**config.mk**
```make
export PLATFORM = sky130hd
export DESIGN_NAME = secded_link_modem
export DESIGN_NICKNAME = d
export VERILOG_FILES = /design/src/rtl/secded_link_pkg.sv /design/src/rtl/secded84_lane_dec.sv /design/src/rtl/secded_link_modem.sv
export SDC_FILE = /design/constraint.sdc
export NUM_CORES = 1
export LEC_CHECK = 0
export CAP_MARGIN = 40
export CORE_MARGIN = 2
export CORE_UTILIZATION = 30
export DETAILED_ROUTE_END_ITERATION = 8
export SLEW_MARGIN = 20
export SYNTH_ARGS = -nofsm -noshare
export SYNTH_HDL_FRONTEND = slang
export SYNTH_SLANG_ARGS = --single-unit
```
**constraint.sdc**
```tcl
create_clock -name clk_slow -period 3.35 [get_ports clk_slow]
set_input_delay 0.67 -clock clk_slow [delete_from_list [all_inputs] [get_ports clk_slow]]
set_output_delay 0.67 -clock clk_slow [all_outputs]
set_load 0.02 [all_outputs]
```
**src/rtl/secded_link_pkg.sv**
```systemverilog
`default_nettype none
// ============================================================================
//  Module      : secded_link_pkg
//  Description : Shared definitions for the SECDED(8,4) link modem:
//                codeword bit positions, lane codeword / syndrome types and
//                the per-lane encode function.
//  Revision    : 1.0 - initial release
// ============================================================================
package secded_link_pkg;

  localparam int unsigned LANE_DW = 4;
  localparam int unsigned LANE_CW = 8;

  // Codeword bit positions within one lane (Hamming positions 1..7, then P0)
  localparam int unsigned POS_P1 = 0;
  localparam int unsigned POS_P2 = 1;
  localparam int unsigned POS_D0 = 2;
  localparam int unsigned POS_P4 = 3;
  localparam int unsigned POS_D1 = 4;
  localparam int unsigned POS_D2 = 5;
  localparam int unsigned POS_D3 = 6;
  localparam int unsigned POS_P0 = 7;

  typedef logic [LANE_CW-1:0] lane_code_t;
  typedef logic [2:0]         lane_syn_t;

  // Build one 8-bit lane codeword from a 4-bit nibble
  function automatic lane_code_t encode_lane(input logic [LANE_DW-1:0] d);
    lane_code_t c;
    c         = '0;
    c[POS_D0] = d[0];
    c[POS_D1] = d[1];
    c[POS_D2] = d[2];
    c[POS_D3] = d[3];
    c[POS_P1] = d[0] ^ d[1] ^ d[3];
    c[POS_P2] = d[0] ^ d[2] ^ d[3];
    c[POS_P4] = d[1] ^ d[2] ^ d[3];
    // Overall parity covers the seven Hamming bits so the full word has even parity
    c[POS_P0] = ^c[POS_D3:POS_P1];
    return c;
  endfunction

endpackage : secded_link_pkg
`default_nettype wire

```
**src/rtl/secded84_lane_dec.sv**
```systemverilog
`default_nettype none
// ============================================================================
//  Module      : secded84_lane_dec
//  Description : Combinational SECDED(8,4) decoder for a single lane.
//                Corrects any single-bit error (including the overall parity
//                bit) and flags double-bit errors without touching the data.
//  Revision    : 1.0 - initial release
// ============================================================================
module secded84_lane_dec
  import secded_link_pkg::*;
(
  input  logic [LANE_CW-1:0] code,
  output logic [LANE_DW-1:0] data,
  output logic               corr,
  output logic               uncorr
);

  lane_syn_t  syn;
  logic       par;
  logic [2:0] flip_pos;
  lane_code_t fixed;

  // Syndrome, overall parity and single-bit repair of the received word
  always_comb begin
    syn[0]   = code[POS_P1] ^ code[POS_D0] ^ code[POS_D1] ^ code[POS_D3];
    syn[1]   = code[POS_P2] ^ code[POS_D0] ^ code[POS_D2] ^ code[POS_D3];
    syn[2]   = code[POS_P4] ^ code[POS_D1] ^ code[POS_D2] ^ code[POS_D3];
    par      = ^code;
    // Syndrome s points at bit s-1; s=0 with bad parity means P0 itself,
    // which is exactly where the 3-bit wrap of 0-1 lands (bit 7).
    flip_pos = syn - 3'd1;
    fixed    = code;
    corr     = 1'b0;
    uncorr   = 1'b0;
    if (par) begin
      corr            = 1'b1;
      fixed[flip_pos] = ~code[flip_pos];
    end else if (syn != 3'd0) begin
      uncorr = 1'b1;
    end
    data = {fixed[POS_D3], fixed[POS_D2], fixed[POS_D1], fixed[POS_D0]};
  end

endmodule : secded84_lane_dec
`default_nettype wire

```
**src/rtl/secded_link_modem.sv**
```systemverilog
`default_nettype none
// ============================================================================
//  Module      : secded_link_modem
//  Description : Three-stage SECDED(8,4) link modem. Stage 1 encodes the
//                payload per 4-bit lane, stage 2 selects the received word
//                (internal loopback with error injection, or rx_code),
//                stage 3 registers decoded data, per-lane flags and LEDs.
//                Optional macro SECDED_LINK_ERRCNT_EN adds saturating
//                corrected / uncorrectable frame counters.
//  Revision    : 1.0 - initial release
// ============================================================================
module secded_link_modem
  import secded_link_pkg::*;
#(
  parameter int NLANE = 2,
  parameter int CNT_W = 8
) (
  input  logic               clk_slow,
  input  logic               reset,
  input  logic               in_valid,
  input  logic [4*NLANE-1:0] in_data,
  input  logic [8*NLANE-1:0] err_mask,
  input  logic               loopback,
  input  logic [8*NLANE-1:0] rx_code,
  input  logic               cnt_clr,
  output logic [8*NLANE-1:0] tx_code,
  output logic               tx_valid,
  output logic               out_valid,
  output logic [4*NLANE-1:0] out_data,
  output logic [NLANE-1:0]   corr_flag,
  output logic [NLANE-1:0]   uncorr_flag,
  output logic [CNT_W-1:0]   corr_cnt,
  output logic [CNT_W-1:0]   uncorr_cnt,
  output logic [7:0]         led_1,
  output logic [7:0]         led_2
);

  // Stage 1
  logic               s1_valid_q,  s1_valid_d;
  logic [8*NLANE-1:0] tx_code_q,   tx_code_d;
  logic [8*NLANE-1:0] s1_mask_q,   s1_mask_d;
  logic [4*NLANE-1:0] s1_data_q,   s1_data_d;
  // Stage 2
  logic               s2_valid_q,  s2_valid_d;
  logic [8*NLANE-1:0] s2_rx_q,     s2_rx_d;
  logic [4*NLANE-1:0] s2_data_q,   s2_data_d;
  // Stage 3
  logic               out_valid_q, out_valid_d;
  logic [4*NLANE-1:0] out_data_q,  out_data_d;
  logic [NLANE-1:0]   corr_q,      corr_d;
  logic [NLANE-1:0]   uncorr_q,    uncorr_d;
  logic [7:0]         led_1_q,     led_1_d;
  logic [7:0]         led_2_q,     led_2_d;

  logic [4*NLANE-1:0] w_dec_data;
  logic [NLANE-1:0]   w_dec_corr;
  logic [NLANE-1:0]   w_dec_uncorr;

  for (genvar k = 0; k < NLANE; k++) begin : g_lane
    secded84_lane_dec u_dec (
      .code   (s2_rx_q[8*k +: 8]),
      .data   (w_dec_data[4*k +: 4]),
      .corr   (w_dec_corr[k]),
      .uncorr (w_dec_uncorr[k])
    );
  end

  // Next-state for all three pipeline stages
  always_comb begin
    s1_valid_d = in_valid;
    s1_mask_d  = err_mask;
    s1_data_d  = in_data;
    tx_code_d  = '0;
    for (int k = 0; k < NLANE; k++) begin
      tx_code_d[8*k +: 8] = encode_lane(in_data[4*k +: 4]);
    end

    s2_valid_d = s1_valid_q;
    s2_rx_d    = loopback ? (tx_code_q ^ s1_mask_q) : rx_code;
    s2_data_d  = s1_data_q;

    // Flags are forced low on idle cycles; data and LEDs hold the last frame
    out_valid_d = s2_valid_q;
    out_data_d  = out_data_q;
    corr_d      = '0;
    uncorr_d    = '0;
    led_1_d     = led_1_q;
    led_2_d     = led_2_q;
    if (s2_valid_q) begin
      out_data_d = w_dec_data;
      corr_d     = w_dec_corr;
      uncorr_d   = w_dec_uncorr;
      led_1_d    = s2_rx_q[7:0];
      led_2_d    = {s2_data_q[3:0], w_dec_data[3:0]};
    end
  end

  // Pipeline registers; reset discards any frame in flight
  always_ff @(posedge clk_slow or negedge reset) begin
    if (!reset) begin
      s1_valid_q  <= 1'b0;
      tx_code_q   <= '0;
      s1_mask_q   <= '0;
      s1_data_q   <= '0;
      s2_valid_q  <= 1'b0;
      s2_rx_q     <= '0;
      s2_data_q   <= '0;
      out_valid_q <= 1'b0;
      out_data_q  <= '0;
      corr_q      <= '0;
      uncorr_q    <= '0;
      led_1_q     <= '0;
      led_2_q     <= '0;
    end else begin
      s1_valid_q  <= s1_valid_d;
      tx_code_q   <= tx_code_d;
      s1_mask_q   <= s1_mask_d;
      s1_data_q   <= s1_data_d;
      s2_valid_q  <= s2_valid_d;
      s2_rx_q     <= s2_rx_d;
      s2_data_q   <= s2_data_d;
      out_valid_q <= out_valid_d;
      out_data_q  <= out_data_d;
      corr_q      <= corr_d;
      uncorr_q    <= uncorr_d;
      led_1_q     <= led_1_d;
      led_2_q     <= led_2_d;
    end
  end

  assign tx_code     = tx_code_q;
  assign tx_valid    = s1_valid_q;
  assign out_valid   = out_valid_q;
  assign out_data    = out_data_q;
  assign corr_flag   = corr_q;
  assign uncorr_flag = uncorr_q;
  assign led_1       = led_1_q;
  assign led_2       = led_2_q;

`ifdef SECDED_LINK_ERRCNT_EN
  logic [CNT_W-1:0] corr_cnt_q,   corr_cnt_d;
  logic [CNT_W-1:0] uncorr_cnt_q, uncorr_cnt_d;

  // Saturating per-frame error counters; a clear beats a same-cycle increment
  always_comb begin
    corr_cnt_d   = corr_cnt_q;
    uncorr_cnt_d = uncorr_cnt_q;
    if (cnt_clr) begin
      corr_cnt_d   = '0;
      uncorr_cnt_d = '0;
    end else if (s2_valid_q) begin
      if ((|w_dec_corr) && (corr_cnt_q != {CNT_W{1'b1}})) begin
        corr_cnt_d = corr_cnt_q + CNT_W'(1);
      end
      if ((|w_dec_uncorr) && (uncorr_cnt_q != {CNT_W{1'b1}})) begin
        uncorr_cnt_d = uncorr_cnt_q + CNT_W'(1);
      end
    end
  end

  // Counter registers
  always_ff @(posedge clk_slow or negedge reset) begin
    if (!reset) begin
      corr_cnt_q   <= '0;
      uncorr_cnt_q <= '0;
    end else begin
      corr_cnt_q   <= corr_cnt_d;
      uncorr_cnt_q <= uncorr_cnt_d;
    end
  end

  assign corr_cnt   = corr_cnt_q;
  assign uncorr_cnt = uncorr_cnt_q;
`else
  logic unused_cnt_clr;
  assign unused_cnt_clr = cnt_clr;
  assign corr_cnt       = '0;
  assign uncorr_cnt     = '0;
`endif

endmodule : secded_link_modem
`default_nettype wire

```
After elaboration in Yosys (flattened, before gate mapping)
Index checks and enable logic that the tools add are counted.
{"block": "op_classes", "addsub": 2, "muxes": 21, "magnitude_cmp": 4, "bitwise_logic": 33, "n_reduce_logical": 8}
{"operator": "$xor A1 B1 Y1", "count": 30}
{"operator": "$bwmux W8", "count": 2}
{"operator": "$mux W16", "count": 1}
{"operator": "$reduce_xor A8 Y1", "count": 2}
{"operator": "$xor A16 B16 Y16", "count": 1}
{"operator": "$mux W7", "count": 2}
{"operator": "$reduce_xor A7 Y1", "count": 2}
{"operator": "$mux W1", "count": 10}
{"operator": "$lt A3 B4 Y1 const B", "count": 2}
{"operator": "$bmux W1 S3", "count": 2}
{"operator": "$demux W1 S3", "count": 2}
{"operator": "$ge A3 B1 Y1 const B", "count": 2}
{"operator": "$reduce_bool A3 Y1", "count": 2}
{"operator": "$sub A3 B1 Y3 const B", "count": 2}
{"operator": "$mux W2", "count": 2}
{"operator": "$logic_and A1 B1 Y1", "count": 2}
{"operator": "$not A1 Y1", "count": 2}
{"block": "totals", "ff_bits": 87, "output_inout_bits": 62, "wordCells": 81, "in_bits": 45}

Longest topological paths before layout
Gate-level depths: netlist of the first run.
{"block": "depth", "word_depth": 10, "mapped_depth": 11, "ltp_nobuf": 10}

Hierarchy
Synthesis of the first run repeated with hierarchy kept, for this count alone.
{"block": "unflattened", "hier_cells": 354, "hier_area_um2": 4035.1}
{"mod": "secded_link_modem", "seq_area_each_um2": 1976.9, "cells_per_inst": 190, "n_inst": 1, "area_each_um2": 2884.0}
{"mod": "secded84_lane_dec at g_lane[0].u_dec", "seq_area_each_um2": 0.0, "cells_per_inst": 77, "n_inst": 1, "area_each_um2": 585.6}
{"mod": "secded84_lane_dec at g_lane[1].u_dec", "seq_area_each_um2": 0.0, "cells_per_inst": 87, "n_inst": 1, "area_each_um2": 565.5}

Least setup slack after synthesis of the first run
No wires, ideal clock.
{"block": "synth_path", "path_type": "register to register", "start": "reg s2_rx_q[1]", "end": "reg out_data_q[0], in the netlist out_data[0]", "setup_time_ps": 125, "required_time_ps": 3225, "n_path_buf": 1, "stages_incl_launch_ff": 12, "path_slack_ps": 787, "period_less_slack_ps": 2563, "arrival_time_ps": 2438, "cell_sequence": "dfrtp_1 buf_4 xor2_1 nor3_1 a21oi_1 inv_1 ha_1 inv_1 nor4_1 o221ai_1 mux2_4 mux2_4"}
{"block": "synth_between", "elab_chain_cells": 10, "elab_cells_between_ends": 15, "classes_between": "add/sub (1); order compare (2); mux (6); bitwise (4); reduce/logical (2)"}
{"element": "start, declared", "line": "secded_link_modem.sv:45", "source": "logic [8*NLANE-1:0] s2_rx_q, s2_rx_d;"}
{"element": "start signal, assigned", "line": "secded_link_modem.sv:120", "source": "s2_rx_q <= s2_rx_d;"}
{"element": "$xor A1 B1 Y1 (3 in a row)", "line": "secded84_lane_dec.sv:26", "source": "syn[1] = code[POS_P2] ^ code[POS_D0] ^ code[POS_D2] ^ code[POS_D3];"}
{"element": "$sub A3 B1 Y3", "line": "secded84_lane_dec.sv:31", "source": "flip_pos = syn - 3'd1;"}
{"element": "$lt A3 B4 Y1 (implied by the code) or $ge A3 B1 Y1 (tied branches)", "line": "secded84_lane_dec.sv:37", "source": "fixed[flip_pos] = ~code[flip_pos];"}
{"element": "$logic_and A1 B1 Y1 (implied by the code)", "line": "secded84_lane_dec.sv:37"}
{"element": "$mux W1 (implied by the code)", "line": "secded84_lane_dec.sv:37"}
{"element": "$demux W1 S3"}
{"element": "$bwmux W8", "line": "secded84_lane_dec.sv:37"}
{"element": "$mux W7 *", "line": "secded84_lane_dec.sv:35", "source": "if (par) begin"}
{"element": "end signal, assigned", "line": "secded_link_modem.sv:123", "source": "out_data_q <= out_data_d;"}
{"element": "end, declared", "line": "secded_link_modem.sv:49", "source": "logic [4*NLANE-1:0] out_data_q, out_data_d;"}
Every way passes the cells marked *; elsewhere a longest branch is shown, timed or not. The select of a mux whose other input is x is not followed.
A chain may end at the register's enable or synchronous reset.

Final worst setup path of the first run
{"block": "layout_path", "start": "reg s2_rx_q[5]", "end": "reg out_data_q[0], in the netlist out_data[0]"}
{"block": "layout_between", "elab_chain_cells": 9, "elab_cells_between_ends": 16, "classes_between": "add/sub (1); order compare (2); mux (6); bitwise (5); reduce/logical (2)"}
{"element": "$xor A1 B1 Y1 (on tied branches) (2 in a row)", "line": "secded84_lane_dec.sv:26, secded84_lane_dec.sv:27"}
{"element": "$sub A3 B1 Y3", "line": "secded84_lane_dec.sv:31"}
{"element": "$lt A3 B4 Y1 (implied by the code) or $ge A3 B1 Y1 (tied branches)", "line": "secded84_lane_dec.sv:37"}
{"element": "$logic_and A1 B1 Y1 (implied by the code)", "line": "secded84_lane_dec.sv:37"}
{"element": "$mux W1 (implied by the code)", "line": "secded84_lane_dec.sv:37"}
{"element": "$demux W1 S3"}
{"element": "$bwmux W8", "line": "secded84_lane_dec.sv:37"}
{"element": "$mux W7 *", "line": "secded84_lane_dec.sv:35"}
Marks and branches as above.

==> out/qor.csv, run 1 <==
metric,value,unit
final core area utilization,0.4142,
data arrival time of the critical path,3.20,ns
post-detailed-route via-to-cell ratio,4.298,
Bufs on Longest Clock Path,2,
area added between synthesis and finish,33.40,%
"EDFF count, synth",0,
startpoint class of the critical path,flop,
final HPWL from detailed placement,5611,µm
worst setup path class,reg2reg,
final critical-path setup slack,0.3692,ns
"area leader, netlist",sky130_fd_sc_hd__dfrtp_1,
number of buffers inserted by port buffering,89,
leakage power,2.036,nW
DP Cell Count,567,
proportion of power drawn by flip-flops and latches,0.369,
diodes inserted,0,
routed wire length,7565,µm
clk slew on worst S/H paths,0.06,ns
Max Slew Vio Count,0,
layout filler cell count,1187,
fraction of power consumed by the clock network,0.316,
Site Rows,40,
Most used DFF post-synth,sky130_fd_sc_hd__dfrtp_1,
number of instances in the synthesized netlist,329,
fraction of registers with async set or reset after synthesis,1.000,
first-pass iteration count of the detailed router,4,
class of the tightest hold or removal check,in2async,
netlist area before placement,3776,µm²
DP Area,4722,µm²
average wire per standard cell,12.98,µm
slew at the pin with the worst max-slew slack,0.5744,ns
cell types occupying the most area after synthesis,"sky130_fd_sc_hd__dfrtp_1 52%, sky130_fd_sc_hd__xnor2_1 11%, sky130_fd_sc_hd__buf_4 5.2%",
total global routing track utilization,0.1188,
root cell of the clock tree,sky130_fd_sc_hd__clkbuf_16,
GRT overflow,0,
Max-slew headroom,0.6158,
total number of vias,2506,
"Period Utilization, post-route",0.8898,
hold violation count in the final report,0,
per-instance average area after synthesis,11.48,µm²
sw power,0.001053,W
initial cell density of the core,0.3105,
"Setup Fix Bufs, Post-CTS",0,
CTS H-Tree Depth,3,
# IOs,107,
fraction of layout cells with a size suffix above 1,0.1205,
overall die area,13500,µm²
max-cap viol count,0,
number of clock buffers inserted by TritonCTS,9,
f_max,335.5,MHz
shortest clock period the worst path allows after layout,2.981,ns
clock tree from TritonCTS,yes,
Die Height,116.2,µm
number of distinct library cells after synthesis,47,
First DRT Iteration DRCs,73,
worst-path cell chain,xor2_1 -> nor3_1 -> a21oi_1 -> inv_1 -> ha_1 -> inv_1 -> nor4_1 -> o221ai_1 -> mux2_4 -> mux2_4,
standard cell with the maximum stage delay on the critical path,sky130_fd_sc_hd__dfrtp_1,
number of cells in the finished layout apart from fillers,583,
Placeable Area,12160,µm²
number of gates given a new drive strength after cts,0,
required time at the endpoint of the critical path,3.57,ns
Final setup viols,0,
antenna violations before repair,0,
share of the yosys chip area belonging to registers,0.5235,
delay contributed by the slowest stage of the critical path,0.59,ns
Sw Ratio,0.3244,
Total Nets Final,457,
RSZ-0062 raised after global routing,no,
Final Cell Area,5037,µm²
Sinks on Clock Net,79,
Peak VDD IR,237.9,µV
run status,finished clean,
DR DRC count,0,
pwr/cell area,644.4,nW/µm²
DP Worst Slack,0.4348,ns
share of power burned in combinational logic,0.315,
count of state elements after synthesis,79,
number of global-route vias before repair,2463,
Worst-Skew Late Latency,0.33,ns
area share of the largest cell type after synthesis,0.5235,
Worst Clk Skew,0.008278,ns
chip width,116.2,µm
remaining antenna violation count after routing,0,
last weighted congestion value of the routability-driven placer,0.7765,
total number of yosys warnings,0,
critical-path maximum fanout,8,
Pint,0.002193,W
Setup TNS Final,0,ns
number of hold buffers added after cts,0,
pin count of the biggest net entering global routing,61,
CP Capture Type,flop,
first-pass GRT wire length,12310,µm
-- kinds of logic (layout without fill, tap and decap cells) --
group           Yosys count  after routing  synth area share
simple gates             71             71           0.09112
mux                      22             22           0.06627
buf+inv                  44            115           0.07654
xor+xnor                 60             60            0.1541
other cells               1             16         0.0009931
compound gates           50             50           0.08085
flops                    79             79            0.5235
fa+ha+maj                 2              2          0.006626
-- stage by stage --
step / total power, W / hold WS (ns)
after floorplan: 0.001892 / 0.3744
after global placement: 0.002211 / 0.3704
after detailed placement: 0.002243 / 0.3697
after CTS: 0.003294 / 0.2186
after global routing: 0.003440 / 0.2313
final: 0.003246 / 0.2220
-- routing by layer --
metal	up-vias	track usage	part of all wire
li1	1232	-	-
met1	1175	0.1650	0.48
met2	93	0.1739	0.44
met4	0	0.03651	0.0090
met3	6	0.04307	0.073
met5	-	0	0
-- synth_stat cells, types with 3 or more instances --
master,count
sky130_fd_sc_hd__xnor2_1,47
sky130_fd_sc_hd__nor2_1,32
sky130_fd_sc_hd__inv_1,6
sky130_fd_sc_hd__mux2_2,15
sky130_fd_sc_hd__mux2i_1,4
sky130_fd_sc_hd__a21oi_1,30
sky130_fd_sc_hd__nor3_1,12
sky130_fd_sc_hd__a31oi_1,3
sky130_fd_sc_hd__nor2b_1,3
sky130_fd_sc_hd__nand2_1,6
sky130_fd_sc_hd__buf_2,3
sky130_fd_sc_hd__buf_4,26
sky130_fd_sc_hd__clkbuf_1,6
sky130_fd_sc_hd__dfrtp_1,79
sky130_fd_sc_hd__nand3_1,5
sky130_fd_sc_hd__xor2_1,7
sky130_fd_sc_hd__buf_6,3
sky130_fd_sc_hd__xnor2_2,3
-- area by class of cell --
cell class                      instances  area (µm²)  area share
Inverter                                6       22.52    0.004471
Timing Repair Buffer                   93       945.9      0.1878
Clock buffer                           10       239.0     0.04744
Tap cell                              168       210.2     0.04173
Multi-Input combinational cell        221        1567      0.3110
Clock inverter                          6       76.32     0.01515
Sequential cell                        79        1977      0.3924
-- flip-flops by register name, indices dropped and copies added (netlist names), 2 cells and up --
register,cells
tx_code,13
s2_data_q,4
led_2,4
s1_data_q,3
s1_mask_q,16
s2_rx_q,16
out_data,8
led_1,8
uncorr_flag,2
corr_flag,2
-- power by group through the flow --
stage | logic (W) | registers (W) | clock network [W]
6_report | 0.00102 | 0.00120 | 0.00103
5_1_grt | 0.00112 | 0.00122 | 0.00110
3_5_place_dp | 0.00102 | 0.00122 | 0
3_3_place_gp | 0.000994 | 0.00122 | 0
2_1_floorplan | 0.000620 | 0.00127 | 0
4_1_cts | 0.00103 | 0.00120 | 0.00107
-- critical path: cells and delay by family, from the launching register on --
family	cells	cell delay, ns
flip-flops	1	0.59
multiplexers	2	0.55
XOR/XNOR	1	0.47
AO/OA/AOI/OAI	2	0.39
AND/OR/NAND/NOR	2	0.38
adder cells (fa/ha/maj)	1	0.33
buffers and inverters	2	0.18
-- final timing paths --
kind	start	endpoint	slack, ns	cells past startpoint
worst max-delay path	s2_rx_q[5]	out_data[0]	0.37	10
worst min-delay path	reset	led_1[4]	0.22	1
worst max register to register	s2_rx_q[5]	out_data[0]	0.37	10
worst min register to register	tx_valid	out_valid_d	0.40	0
max in group asynchronous	reset	tx_code[14]	2.56	2
min in group clk_slow	tx_valid	out_valid_d	0.40	0
-- cell usage in the layout (no fill, tap or decap), types with 3 or more instances in the layout --
cell / instances
sky130_fd_sc_hd__a21oi_1: 30
sky130_fd_sc_hd__a31oi_1: 3
sky130_fd_sc_hd__buf_4: 3
sky130_fd_sc_hd__clkbuf_16: 9
sky130_fd_sc_hd__clkdlybuf4s50_1: 88
sky130_fd_sc_hd__conb_1: 16
sky130_fd_sc_hd__dfrtp_1: 79
sky130_fd_sc_hd__inv_1: 6
sky130_fd_sc_hd__mux2_2: 15
sky130_fd_sc_hd__mux2i_1: 4
sky130_fd_sc_hd__nand2_1: 6
sky130_fd_sc_hd__nand3_1: 5
sky130_fd_sc_hd__nor2_1: 32
sky130_fd_sc_hd__nor2b_1: 3
sky130_fd_sc_hd__nor3_1: 12
sky130_fd_sc_hd__xnor2_1: 47
sky130_fd_sc_hd__xnor2_2: 3
sky130_fd_sc_hd__xor2_1: 7
(Power assumes the default switching activity.)
==> run 2: changes to the inputs <==
--- a/config.mk
+++ b/config.mk
@@ -6,7 +6,7 @@
 export NUM_CORES = 1
 export LEC_CHECK = 0
 export CAP_MARGIN = 40
-export CORE_MARGIN = 2
+export CORE_MARGIN = 1
 export CORE_UTILIZATION = 30
 export DETAILED_ROUTE_END_ITERATION = 8
 export SLEW_MARGIN = 20
==> constraint.sdc (replaced) <==
create_clock -name clk_slow -period 2.5 [get_ports clk_slow]
set_input_delay 0.5 -clock clk_slow [delete_from_list [all_inputs] [get_ports clk_slow]]
set_output_delay 0.5 -clock clk_slow [all_outputs]
set_load 0.02 [all_outputs]
==> run 2 against run 1 <==
Wire length rose by 2.8%; sequential share of layout area fell by 1.5 points; hold slack got worse by 0.12 ns; final cell count rose by 3.9%; combinational power rose by 52%; sequential power rose by 31%; sequential cell count did not move; critical path depth fell by 2; die area fell by 3.4%; clock power rose by 18%; largest power group unchanged.
==> out/qor.csv, run 2 (synthesis results as in run 1) <==
metric,value,unit
run status,finished clean,
final core area utilization,0.4310,
Worst-Skew Late Latency,0.33,ns
Placeable Area,12160,µm²
Reg-to-Reg Start,s2_rx_q[8],
end of the critical path,out_data[4],
class of the tightest hold or removal check,in2async,
Max Slew Vio Count,0,
CTS H-Tree Depth,3,
Final setup viols,0,
FF-to-FF setup slack,0.13,ns
final critical-path setup slack,0.1348,ns
total number of vias,2572,
"commonest non-fill, non-tap cell in the layout",sky130_fd_sc_hd__clkdlybuf4s50_1,
Pint,0.002936,W
"Period Utilization, post-route",0.9461,
Worst Clk Skew,0.004543,ns
startpoint class of the critical path,flop,
clk slew on worst S/H paths,0.06,ns
root cell of the clock tree,sky130_fd_sc_hd__clkbuf_16,
initial cell density of the core,0.3105,
routed wire length,7774,µm
worst setup path startpoint,s2_rx_q[8],
first-pass iteration count of the detailed router,4,
area added between synthesis and finish,38.80,%
hold violation count in the final report,0,
Die Height,114.2,µm
sw power,0.001403,W
proportion of power drawn by flip-flops and latches,0.362,
Sinks on Clock Net,79,
sequential cell area,1981,µm²
post-layout total power,0.004339,W
max-cap viol count,0,
number of global-route vias before repair,2635,
clock tree from TritonCTS,yes,
last weighted congestion value of the routability-driven placer,0.7214,
layout filler cell count,1145,
Sw Ratio,0.3233,
slew at the pin with the worst max-slew slack,0.5200,ns
critical-path maximum fanout,9,
data arrival time of the critical path,2.58,ns
worst reg2reg endpoint,out_data[4],
GRT overflow,0,
RSZ-0062 raised after global routing,no,
Bufs on Longest Clock Path,2,
First DRT Iteration DRCs,99,
f_max,422.8,MHz
Peak VDD IR,310.1,µV
share of power burned in combinational logic,0.357,
Site Rows,40,
worst hold slack across all endpoints,0.1025,ns
antenna violations before repair,0,
fraction of layout cells with a size suffix above 1,0.1941,
first-pass GRT wire length,12820,µm
DP Worst Slack,-0.04212,ns
# IOs,107,
remaining antenna violation count after routing,0,
overall die area,13040,µm²
final HPWL from detailed placement,5774,µm
"top library cells by usage in the layout, fill and taps aside","88 x sky130_fd_sc_hd__clkdlybuf4s50_1, 76 x sky130_fd_sc_hd__dfrtp_1, 42 x sky130_fd_sc_hd__xnor2_1",
R2R cell count,8,
Final Cell Area,5241,µm²
average wire per standard cell,12.83,µm
leakage power,2.144,nW
number of buffers inserted by port buffering,89,
DP Area,4880,µm²
total global routing track utilization,0.1274,
Max-slew headroom,0.6521,
fraction of power consumed by the clock network,0.281,
number of hold buffers added after cts,0,
DR DRC count,0,
chip width,114.2,µm
CP Capture Type,flop,
number of clock buffers inserted by TritonCTS,9,
required time at the endpoint of the critical path,2.71,ns
area of the multi-input gates,1643,µm²
Total Nets Final,480,
worst setup path class,reg2reg,
shortest clock period the worst path allows after layout,2.365,ns
post-detailed-route via-to-cell ratio,4.244,
pwr/cell area,827.9,nW/µm²
pin count of the biggest net entering global routing,33,
diodes inserted,0,
## run 2: changes by cell type in the layout (fill, tap and decap cells not counted), sizes merged
| cell | before | now |
|---|---|---|
| buf | 5 | 28 |
| clkinvlp | 0 | 3 |
| inv | 9 | 6 |
| clkbuf | 10 | 12 |
| bufinv | 1 | 0 |
| clkinv | 2 | 1 |
## run 2: per-stage QoR
stage | std cells | TNS, ns
after global routing | 606 | 0
after detailed placement | 588 | -0.04212
final | 606 | 0
after floorplan | 344 | 0
after global placement | 588 | 0
after CTS | 605 | 0
## run 2: worst min-delay path by stage
stage	start	end	slack, ns	depth (start not counted)
floorplan	reset	corr_flag[0]	0.20	0
global placement	tx_valid	out_valid_d	0.37	0
detailed placement	tx_valid	out_valid_d	0.36	0
CTS	reset	uncorr_flag[0]	0.12	1
global route	reset	out_data[0]	0.13	1
finish	reset	uncorr_flag[0]	0.10	1
## run 2: critical path, stage by stage, from the launching register on
cell and delay [ns]:
sky130_fd_sc_hd__dfrtp_1 0.58, sky130_fd_sc_hd__xor2_2 0.26, sky130_fd_sc_hd__nand2_1 0.11, sky130_fd_sc_hd__o22ai_1 0.18, sky130_fd_sc_hd__ha_1 0.22, sky130_fd_sc_hd__o31ai_1 0.09
sky130_fd_sc_hd__a211o_1 0.23, sky130_fd_sc_hd__mux2_1 0.31, sky130_fd_sc_hd__mux2_2 0.27
## run 2: repair_timing
action                                  in CTS  in global routing
pin swaps                                    1                  4
endpoints found under the setup margin       1                  5
resized for setup                            1                 13
setup buffers                                1                  1
endpoints found under the hold margin        0                  0
## run 2: layer usage
layer / global-route usage / up-vias / wire length [µm]
met1: 0.1742 / 1212 / 3721
met5: 0 / - / 0
li1: - / 1272 / -
met4: 0.05368 / 0 / 81
met2: 0.1891 / 81 / 3528
met3: 0.03600 / 7 / 442
## run 2: power by group through the flow
stage	Clock [W]	Combinational, W	Sequential, W
after global routing	0.00132	0.00169	0.00160
after floorplan	0	0.000837	0.00170
after global placement	0	0.00149	0.00159
after CTS	0.00125	0.00153	0.00157
after detailed placement	0	0.00152	0.00159
final	0.00122	0.00155	0.00157
## run 2: area by class of cell
cell class	count	share of cell area
Timing Repair Buffer	116	0.2113
Tap cell	168	0.04011
Sequential cell	79	0.3779
Inverter	6	0.004297
Multi-Input combinational cell	221	0.3134
Clock buffer	12	0.04703
Clock inverter	4	0.005968
